$ cat config.mk
export PLATFORM = sky130hd
export DESIGN_NAME = ifft4_stream_flat
export DESIGN_NICKNAME = d
export VERILOG_FILES = /design/src/rtl/ifft4_stream_pkg.sv /design/src/rtl/ifft4_stream_if.sv /design/src/rtl/ifft4_stream_bf.sv /design/src/rtl/ifft4_stream.sv /design/src/flat_wrapper.sv
export SDC_FILE = /design/constraint.sdc
export NUM_CORES = 1
export LEC_CHECK = 0
export ABC_AREA = 1
export CAP_MARGIN = 20
export CORE_ASPECT_RATIO = 0.8
export CORE_MARGIN = 1
export CORE_UTILIZATION = 64
export DETAILED_ROUTE_END_ITERATION = 8
export MAX_ROUTING_LAYER = met4
export PLACE_DENSITY = 0.87
export SYNTH_ARGS = -nofsm -noshare
export SYNTH_HDL_FRONTEND = slang
export SYNTH_HIERARCHICAL = 1
export SYNTH_SLANG_ARGS = --single-unit
$ cat constraint.sdc
create_clock -name clk -period 3.5 [get_ports clk]
set_clock_uncertainty 0.05 [all_clocks]
set_input_delay 0.7 -clock clk [delete_from_list [all_inputs] [get_ports clk]]
set_output_delay 0.7 -clock clk [all_outputs]
set_load 0.05 [all_outputs]
$ cat src/rtl/ifft4_stream_pkg.sv
// ============================================================================
// Package     : fft_pkg
// Description : Shared types and constants for the radix-2 forward/inverse
//               4-point FFT datapaths (sample packing, engine FSM states).
// Revision    : 1.0 - initial release
// ============================================================================
`default_nettype none

package fft_pkg;

   // Default packed complex sample width and per-component width
   localparam int FFT_WIDTH = 32;
   localparam int FFT_HALF  = FFT_WIDTH / 2;

   // Packed complex sample: real in the upper half, imag in the lower half
   typedef struct packed {
      logic signed [FFT_HALF-1:0] re;
      logic signed [FFT_HALF-1:0] im;
   } cplx_t;

   localparam cplx_t CPLX_ZERO = '{re: '0, im: '0};

   // Frame engine states
   typedef enum logic [1:0] {
      LOAD   = 2'd0,
      S1     = 2'd1,
      S2     = 2'd2,
      UNLOAD = 2'd3
   } ifft_state_t;

endpackage : fft_pkg

`default_nettype wire

$ cat src/rtl/ifft4_stream_if.sv
// ============================================================================
// Interface   : ifft4_stream_if
// Description : Input/output valid-ready streams plus busy status of the
//               4-point IFFT engine. 'slave' is the engine side, 'master'
//               is the producer/consumer side.
// Revision    : 1.0 - initial release
// ============================================================================
`default_nettype none

interface ifft4_stream_if #(
   parameter int WIDTH = 32
);
   logic             in_valid;
   logic             in_ready;
   logic [WIDTH-1:0] in_data;
   logic             out_valid;
   logic             out_ready;
   logic [WIDTH-1:0] out_data;
   logic             out_last;
   logic             busy;

   modport slave (
      input  in_valid, in_data, out_ready,
      output in_ready, out_valid, out_data, out_last, busy
   );

   modport master (
      output in_valid, in_data, out_ready,
      input  in_ready, out_valid, out_data, out_last, busy
   );
endinterface : ifft4_stream_if

`default_nettype wire

$ cat src/rtl/ifft4_stream_bf.sv
// ============================================================================
// Module      : ifft_dif_bf
// Description : Combinational radix-2 DIF butterfly for the inverse FFT.
//               sum = (A+B), diff = (A-B) optionally rotated by +j.
//               Each component is formed at HALF+1 bits, then scaled and
//               truncated to HALF bits.
//               Build macro IFFT_SCALE_EN: defined -> each result is
//               arithmetic-shifted right by one (floor); undefined -> no
//               shift, two's-complement wrap on truncation.
// Revision    : 1.0 - initial release
// ============================================================================
`default_nettype none

module ifft_dif_bf
   import fft_pkg::*;
#(
   parameter int HALF = FFT_HALF
) (
   input  logic [2*HALF-1:0] a_i,
   input  logic [2*HALF-1:0] b_i,
   input  logic              rot_j_i,
   output logic [2*HALF-1:0] sum_o,
   output logic [2*HALF-1:0] diff_o
);

`ifdef IFFT_SCALE_EN
   localparam int SHIFT = 1;
`else
   localparam int SHIFT = 0;
`endif

   logic signed [HALF-1:0] a_re, a_im, b_re, b_im;
   logic signed [HALF:0]   s_re_ext, s_im_ext, d_re_ext, d_im_ext;
   logic signed [HALF-1:0] s_re, s_im, d_re, d_im;

   assign a_re = a_i[2*HALF-1:HALF];
   assign a_im = a_i[HALF-1:0];
   assign b_re = b_i[2*HALF-1:HALF];
   assign b_im = b_i[HALF-1:0];

   // Full-precision sums: signed operands are sign-extended to HALF+1 bits
   assign s_re_ext = a_re + b_re;
   assign s_im_ext = a_im + b_im;
   assign d_re_ext = a_re - b_re;
   assign d_im_ext = a_im - b_im;

   // Floor scaling (or none) followed by truncation back to HALF bits
   assign s_re = HALF'(s_re_ext >>> SHIFT);
   assign s_im = HALF'(s_im_ext >>> SHIFT);
   assign d_re = HALF'(d_re_ext >>> SHIFT);
   assign d_im = HALF'(d_im_ext >>> SHIFT);

   assign sum_o = {s_re, s_im};

   // Multiply by +j: (r,i) -> (-i, r); negating the most negative value wraps
   assign diff_o = rot_j_i ? {-d_im, d_re} : {d_re, d_im};

endmodule : ifft_dif_bf

`default_nettype wire

$ cat src/rtl/ifft4_stream.sv
// ============================================================================
// Module      : ifft4_stream
// Description : Streaming 4-point inverse FFT. Loads X[0..3], runs two
//               registered radix-2 DIF stages, then unloads x[0..3] in
//               natural order over valid/ready streams.
//               Build macro IFFT_SCALE_EN selects 1/4-normalised output
//               (defined) or unnormalised 4*x[n] with wrap (undefined).
// Revision    : 1.0 - initial release
// ============================================================================
`default_nettype none

module ifft4_stream
   import fft_pkg::*;
#(
   parameter int WIDTH = FFT_WIDTH
) (
   input  logic           clk,
   input  logic           rst_n,
   ifft4_stream_if.slave  st
);

   localparam int HALF = WIDTH / 2;

   ifft_state_t      state_q, state_d;
   logic [1:0]       in_cnt_q, in_cnt_d;
   logic [1:0]       out_cnt_q, out_cnt_d;
   logic [WIDTH-1:0] in_buf_q  [4];
   logic [WIDTH-1:0] stg_q     [4];   // a0, a1, b0, b1
   logic [WIDTH-1:0] out_buf_q [4];   // x0..x3 in natural order

   logic             in_fire, out_fire;
   logic [WIDTH-1:0] a0, a1, b0, b1;
   logic [WIDTH-1:0] x0, x1, x2, x3;

   assign in_fire  = st.in_valid  && (state_q == LOAD);
   assign out_fire = st.out_ready && (state_q == UNLOAD);

   // Stage 1: even pair (X0,X2), odd pair (X1,X3) with +j on the difference
   ifft_dif_bf #(.HALF(HALF)) u_bf_s1_even (
      .a_i(in_buf_q[0]), .b_i(in_buf_q[2]), .rot_j_i(1'b0), .sum_o(a0), .diff_o(a1));
   ifft_dif_bf #(.HALF(HALF)) u_bf_s1_odd (
      .a_i(in_buf_q[1]), .b_i(in_buf_q[3]), .rot_j_i(1'b1), .sum_o(b0), .diff_o(b1));

   // Stage 2: (a0,b0) -> x0,x2 and (a1,b1) -> x1,x3
   ifft_dif_bf #(.HALF(HALF)) u_bf_s2_even (
      .a_i(stg_q[0]), .b_i(stg_q[2]), .rot_j_i(1'b0), .sum_o(x0), .diff_o(x2));
   ifft_dif_bf #(.HALF(HALF)) u_bf_s2_odd (
      .a_i(stg_q[1]), .b_i(stg_q[3]), .rot_j_i(1'b0), .sum_o(x1), .diff_o(x3));

   // State and frame counters
   always_ff @(posedge clk or negedge rst_n) begin
      if (!rst_n) begin
         state_q   <= LOAD;
         in_cnt_q  <= 2'd0;
         out_cnt_q <= 2'd0;
      end else begin
         state_q   <= state_d;
         in_cnt_q  <= in_cnt_d;
         out_cnt_q <= out_cnt_d;
      end
   end

   // Next-state: fill four inputs, two compute cycles, drain four outputs
   always_comb begin
      state_d   = state_q;
      in_cnt_d  = in_cnt_q;
      out_cnt_d = out_cnt_q;
      case (state_q)
         LOAD: begin
            if (in_fire) begin
               in_cnt_d = in_cnt_q + 2'd1;
               if (in_cnt_q == 2'd3) state_d = S1;
            end
         end
         S1:     state_d = S2;
         S2:     state_d = UNLOAD;
         UNLOAD: begin
            if (out_fire) begin
               out_cnt_d = out_cnt_q + 2'd1;
               if (out_cnt_q == 2'd3) state_d = LOAD;
            end
         end
         default: state_d = LOAD;
      endcase
   end

   // Sample buffers: capture inputs, stage-1 results, then the output frame
   always_ff @(posedge clk or negedge rst_n) begin
      if (!rst_n) begin
         for (int i = 0; i < 4; i++) begin
            in_buf_q[i]  <= '0;
            stg_q[i]     <= '0;
            out_buf_q[i] <= '0;
         end
      end else begin
         if (in_fire) in_buf_q[in_cnt_q] <= st.in_data;
         if (state_q == S1) begin
            stg_q[0] <= a0;
            stg_q[1] <= a1;
            stg_q[2] <= b0;
            stg_q[3] <= b1;
         end
         if (state_q == S2) begin
            out_buf_q[0] <= x0;
            out_buf_q[1] <= x1;
            out_buf_q[2] <= x2;
            out_buf_q[3] <= x3;
         end
      end
   end

   // Outputs decode registered state only, so they hold under backpressure
   assign st.in_ready  = (state_q == LOAD);
   assign st.out_valid = (state_q == UNLOAD);
   assign st.out_last  = (state_q == UNLOAD) && (out_cnt_q == 2'd3);
   assign st.busy      = (state_q != LOAD);
   assign st.out_data  = (state_q == UNLOAD) ? out_buf_q[out_cnt_q] : '0;

endmodule : ifft4_stream

`default_nettype wire

$ cat src/flat_wrapper.sv
// flat-port wrapper written by rule: the top's interface ports become plain ports
module ifft4_stream_flat import fft_pkg::*;
#(
   parameter int WIDTH = FFT_WIDTH
)
  (clk, rst_n, st_in_valid, st_in_data, st_out_ready, st_in_ready, st_out_valid, st_out_data, st_out_last, st_busy);
  ifft4_stream_if #(.WIDTH(WIDTH)) st_i ();
  input  logic clk;
  input  logic rst_n;
  input wire logic [$bits(st_i.in_valid)-1:0] st_in_valid;
  input wire logic [$bits(st_i.in_data)-1:0] st_in_data;
  input wire logic [$bits(st_i.out_ready)-1:0] st_out_ready;
  output wire logic [$bits(st_i.in_ready)-1:0] st_in_ready;
  output wire logic [$bits(st_i.out_valid)-1:0] st_out_valid;
  output wire logic [$bits(st_i.out_data)-1:0] st_out_data;
  output wire logic [$bits(st_i.out_last)-1:0] st_out_last;
  output wire logic [$bits(st_i.busy)-1:0] st_busy;
  assign st_i.in_valid = st_in_valid;
  assign st_i.in_data = st_in_data;
  assign st_i.out_ready = st_out_ready;
  assign st_in_ready = st_i.in_ready;
  assign st_out_valid = st_i.out_valid;
  assign st_out_data = st_i.out_data;
  assign st_out_last = st_i.out_last;
  assign st_busy = st_i.busy;
  ifft4_stream #(.WIDTH(WIDTH)) u_core (.clk(clk), .rst_n(rst_n), .st(st_i));
endmodule
==> results of run 1 <==
registers in the layout (all words and copies together), names as in the netlist:
signal / flops
u_core/out_buf_q: 128
u_core/in_cnt_q: 2
u_core/stg_q: 128
u_core/state_q: 2
u_core/in_buf_q: 128
u_core/out_cnt_q: 2
worst max-delay path: cells and delay by family (launching register included):
kind,cells,cell delay (ps)
buffers and inverters,3,780
flip-flops,1,570
AO/OA/AOI/OAI,1,350
AND/OR/NAND/NOR,2,240
layout make-up:
type	instances	area share [%]
sequential	390	27.5
multi-input combinational	3162	55.0
inverter	680	7.21
tap	684	2.41
clock inverter	21	0.557
clock buffer	58	3.39
timing repair buffer	101	3.87
per-layer routing:
| metal | vias to the layer above | GRT usage (%) | routed length (um) |
|---|---|---|---|
| met3 | 224 | 8.68 | 9960 |
| met2 | 1349 | 59.1 | 43300 |
| met1 | 13879 | 51.6 | 42100 |
| met4 | 0 | 13.5 | 3600 |
| met5 | - | - | 0 |
| li1 | 13978 | - | - |
per-stage QoR:
step	util, %	setup slack (ps)	instance area [um^2]	std cells	hold slack [ps]
final	69.5	211	35500	5096	106
after detailed placement	66.8	616	34100	5017	434
after floorplan	-	891	33100	4396	354
after global routing	69.5	180	35500	5096	146
after global placement	66.8	710	34100	5017	428
after CTS	69.5	253	35500	5096	105
worst max-delay path by stage:
| stage | start | endpoint | slack [ps] | depth (start not counted) |
|---|---|---|---|---|
| after floorplan | u_core/in_buf_q[64] | u_core/stg_q[28] | 890 | 15 |
| after global placement | u_core/in_buf_q[64] | u_core/stg_q[28] | 710 | 15 |
| after detailed placement | u_core/in_buf_q[64] | u_core/stg_q[31] | 620 | 14 |
| after CTS | u_core/out_cnt_q[1] | st_out_last | 250 | 5 |
| after global routing | u_core/out_cnt_q[0] | st_out_data[19] | 180 | 6 |
| final | u_core/out_cnt_q[0] | st_out_data[19] | 210 | 6 |
cell families after synthesis:
family | count (synthesis) | synth area share (%)
compound gates | 741 | 13.7
xor+xnor | 173 | 4.58
fa+ha+maj | 271 | 10.6
buf+inv | 844 | 11.6
flops | 390 | 29.5
mux | 129 | 4.39
other cells | 2 | 0.0227
simple gates | 1838 | 25.6
cells in the mapped netlist, types with 6 or more instances:
cell type	number
o21ai_0	150
xor2_1	163
or2_1	6
o21ai_2	141
nor2_4	16
nor2_1	198
buf_12	11
nand3_2	22
nand3b_1	15
inv_1	651
nand4_1	29
buf_4	9
ha_1	255
o31ai_1	19
xnor2_1	10
nand2_1	1022
clkbuf_1	34
dfrtp_1	390
buf_6	48
a31oi_1	16
nand2_2	171
a221oi_1	12
a21o_1	21
and2_1	8
a21oi_2	12
fa_1	16
buf_2	45
mux2_2	128
o211ai_1	6
nor3_1	39
a21oi_1	209
clkbuf_2	12
o21bai_1	16
nand3_1	262
nor2_2	18
inv_2	26
nand2_4	11
o21ai_1	128
==> results.yml, run 1 <==
clock_tree:
  ctsRootBufferMaster: "clkbuf_16"
  cts.sink_count: 390
  tritoncts_clock_tree: "done"
  postCtsResizedCells: 0
  cts.path.max_buffers: 3
  cts_setup_buffers: 0
  clk_latency_ps: 600
  clkTransAtPathRegs_ps: 60
  cts_hold_buffers: 0
  clock_tree.htree_level_count: 2
  tritoncts.num_buffers: 43
yosys:
  ys_top_cells_by_area: "dfrtp_1 30%, nand2_1 12%, ha_1 9.7%"
  flip_flop_and_latch_count_after_synthesis: 390
  synth_cell_type_count: 56
  most_area_hungry_cell_type_in_the_yosys_netlist: "dfrtp_1"
  synth_area_per_cell_um2: 7.53
  synth_largest_type_area_fraction_pct: 29.5
  syn_std_cell_area_mm2: 0.0331
  synth_sequential_area_ratio_pct: 29.5
  synth-warning-count: 6
  syn_inst: 4388
  synth-edff-count: 0
  synthArstFlopShare_pct: 100
  ys.flop_type: "dfrtp_1"
cells_and_area:
  finish.net_count: 4685
  area_growth_syn_to_layout_pct: 7.31
  multi_input_comb_area_mm2: 0.0195
  antennaDiodeCount: 0
  regArea_mm2: 0.00976
  layout_commonest_cell: "nand2_1"
  layout.cells.most_common_list: "1022 x nand2_1, 650 x inv_1, 389 x dfrtp_1"
  nFillCells: 4274
  fraction_of_final_layout_cells_with_drive_strength_greater_than_1_pct: 15.8
routing:
  vias: 29430
  drt_pass1_iterations: 6
  drt_wl_total_mm: 99.0
  route.detailed.vias_per_inst: 5.78
  drtIter0Drc: 3375
  number_of_routed_nets_with_antenna_violations: 0
  post-route-drc-count: 0
  wl_per_cell_um: 19.4
sta:
  finalCriticalPeriod_ps: 3290
  final_hold_violating_endpoints: 0
  slew_headroom_pct: 46.6
  timing.setup.tns_ps: 0
  max_slew.worst_pin.slew_ps: 799
  clock.fmax_ghz: 0.304
  period_share_pct: 94.0
  grt_setup_unrepaired: "no"
  setup-violations-final: 0
  final-max-slew-violation-count: 0
grt:
  grt_pass1_vias: 27930
  antenna_violations_before_repair: 0
  grt_overflow_total: 0
  grt_util_all_layers_pct: 39.0
  grt_first_pass_wirelength_mm: 156
  grt_start_max_net_pins: 88
floorplan:
  chipWidth_um: 256
  die_h_um: 205
  design.core.area_mm2: 0.0510
  top_level_ports: 72
  total_die_area_mm2: 0.0526
  initial_core_util_pct: 64.8
  std_cell_rows: 74
critical_path:
  ff2ff_setup_slack_ps: 560
  worstRegToRegCells: 14
  rr_startpoint: "u_core/in_buf_q[64]"
  critPathMaxFanout: 25
  worst_path_largest_cell_delay_ps: 570
  reg2reg_to: "u_core/stg_q[31]"
  timing.critical_path.to_type: "output pin"
  timing.critical_path.cells: "inv_2 > buf_4 > nand2_1 > nand3_1 > a21oi_1 > buf_12"
  timing.critical_path.required_ps: 2750
  cp.arrival_ps: 2540
  critical_path.slowest_cell: "dfrtp_2"
  worstSetupStartpointType: "flop"
  worstSetupPathType: "flop to output pin"
flow_run:
  cap_violations: 0
outcome:
  run_status: "finished clean"
hold_path:
  worst_hold_path_type: "input port to asynchronous set/reset pin"
placement:
  dp_hpwl_mm: 77.3
  gp_congestion: 1.04
  io_buffers: 71
Power of run 1 is left out: the tool's default activity adds up to more than one toggle a clock period on the data nets, which glitch-free logic cannot reach.
==> run 2, diff against run 1 <==
--- a/config.mk
+++ b/config.mk
@@ -12,7 +12,7 @@
 export CORE_UTILIZATION = 64
 export DETAILED_ROUTE_END_ITERATION = 8
 export MAX_ROUTING_LAYER = met4
-export PLACE_DENSITY = 0.87
+export PLACE_DENSITY = 0.78
 export SYNTH_ARGS = -nofsm -noshare
 export SYNTH_HDL_FRONTEND = slang
 export SYNTH_HIERARCHICAL = 1
==> run 2 against run 1 <==
- first-iteration DRC count increased by 1.7%
- critical path depth decreased by 1
- core utilization increased by 0.28 points
- sequential share of layout area decreased by 0.11 points
- highest routed layer unchanged
- non-clock buffer count decreased by 6
- flip-flop and latch count unchanged
- die area unchanged
- via count decreased by 1.1%
- final area increased by 0.41%
- clock-buffer cell count decreased by 3
- global-route usage about the same
- worst hold slack got worse by 12 ps
- critical endpoint is now st_out_last
==> results.yml, run 2 (same netlist as run 1, synthesis figures left out) <==
sta:
  final-max-slew-violation-count: 0
  period_share_pct: 92.7
  setup-violations-final: 0
  max_slew.worst_pin.slew_ps: 814
  timing.setup.tns_ps: 0
  final_hold_violating_endpoints: 0
  hold-worst-slack_ps: 93.7
  clock.fmax_ghz: 0.308
  slew_headroom_pct: 45.6
  grt_setup_unrepaired: "no"
  finalCriticalPeriod_ps: 3240
grt:
  grt_pass1_vias: 27072
  grt_util_met1_pct: 54.2
  grt_util_all_layers_pct: 39.1
  gr-max-usage-layer: "met2"
  grt_overflow_total: 0
  grt_start_max_net_pins: 84
  routing_usage_on_met2_pct: 57.7
  grt_first_pass_wirelength_mm: 155
  antenna_violations_before_repair: 3
  use_met3_pct: 8.59
floorplan:
  die_h_um: 205
  total_die_area_mm2: 0.0526
  std_cell_rows: 74
  chipWidth_um: 256
  top_level_ports: 72
  initial_core_util_pct: 64.8
  design.core.area_mm2: 0.0510
critical_path:
  ff2ff_setup_slack_ps: 490
  critical_path.startpoint: "u_core/out_cnt_q[1]"
  timing.critical_path.buf_inv: 3
  cp.arrival_ps: 2490
  crit_family: "buffers and inverters"
  crit_cells: 5
  worstRegToRegCells: 13
  crit_end: "st_out_last"
  worstSetupStartpointType: "flop"
  reg2reg_to: "u_core/stg_q[92]"
  timing.critical_path.required_ps: 2750
  critical_path.slowest_cell: "clkdlybuf4s50_1"
  critPathMaxFanout: 33
  timing.critical_path.to_type: "output pin"
  timing.critical_path.cells: "buf_4 > ha_1 > nand2_1 > inv_1 > clkdlybuf4s50_1"
  rr_startpoint: "u_core/in_buf_q[112]"
  worstSetupPathType: "flop to output pin"
  worst_path_largest_cell_delay_ps: 790
flow_run:
  cap_violations: 0
cells_and_area:
  nFillCells: 4325
  regArea_mm2: 0.00976
  layout_commonest_cell: "nand2_1"
  multi_input_comb_area_mm2: 0.0195
  layout.cells.most_common_list: "1022 x nand2_1, 650 x inv_1, 389 x dfrtp_1"
  largest_registers: "u_core/in_buf_q (128), u_core/out_buf_q (128), u_core/stg_q (128)"
  fraction_of_final_layout_cells_with_drive_strength_greater_than_1_pct: 15.8
  area_growth_syn_to_layout_pct: 7.74
  finish.net_count: 4679
routing:
  wl_per_cell_um: 19.5
  drtIter0Drc: 3432
  drt_pass1_iterations: 8
  drt_wl_total_mm: 99.3
  post-route-drc-count: 0
  number_of_routed_nets_with_antenna_violations: 0
  route.detailed.vias_per_inst: 5.72
  vias: 29096
clock_tree:
  cts.path.max_buffers: 3
  postCtsResizedCells: 0
  clock_tree.htree_level_count: 2
  clk_latency_ps: 610
  cts_setup_buffers: 0
  tritoncts_clock_tree: "done"
  ctsRootBufferMaster: "clkbuf_16"
  cts_hold_buffers: 0
  clkTransAtPathRegs_ps: 60
  cts.sink_count: 390
  tritoncts.num_buffers: 43
placement:
  dp_hpwl_mm: 78.1
  gp_congestion: 1.08
  io_buffers: 71
hold_path:
  worst_hold_path_type: "input port to asynchronous set/reset pin"
outcome:
  run_status: "finished clean"
## run 2: changes by cell type in the layout (fill, tap and decap cells not counted), sizes merged
cell | previous run | this run
diode | 0 | 3
clkbuf | 58 | 55
inv | 684 | 681
bufinv | 2 | 6
buf | 63 | 57
## run 2: layout make-up
type	count	share of cell area (%)
antenna	3	0.0211
clock buffer	55	3.46
clock inverter	22	0.840
inverter	680	7.18
multi-input combinational	3162	54.8
sequential	390	27.4
tap	684	2.40
timing repair buffer	95	3.87
## run 2: how the worst min path moves through the flow
stage | startpoint | to | depth (start not counted)
floorplan | rst_n | u_core/in_buf_q[0] | 0
global placement | u_core/out_buf_q[41] | u_core/out_buf_q[41] | 2
detailed placement | u_core/out_buf_q[62] | u_core/out_buf_q[62] | 2
CTS | rst_n | u_core/stg_q[98] | 1
global route | rst_n | u_core/stg_q[104] | 1
finish | rst_n | u_core/out_buf_q[111] | 1
## run 2: worst reg2reg max path, delay by kind of cell (launching register included)
| kind | cells | cell delay (ps) |
|---|---|---|
| and+or+nand+nor | 4 | 270 |
| muxes | 1 | 290 |
| adders and majority gates | 2 | 650 |
| buffers and inverters | 2 | 160 |
| AOI/OAI and AO/OA | 3 | 650 |
| xor gates and xnor gates | 1 | 470 |
| DFF | 1 | 370 |
## run 2: per-stage QoR
stage	worst slack, ps	cells	area, um^2	utilization (%)
after CTS	228	5088	35600	69.8
after detailed placement	607	5011	34100	66.8
after global routing	179	5091	35600	69.8
final	255	5091	35600	69.8
after global placement	605	5011	34100	66.8
after floorplan	891	4396	33100	-
## run 2: routing by layer
layer / vias to the layer above / routed length [um]
li1: 13981 / -
met1: 13730 / 44400
met2: 1238 / 42600
met3: 147 / 9930
met4: 0 / 2400
met5: - / 0
Power of run 2 is left out for the same reason.
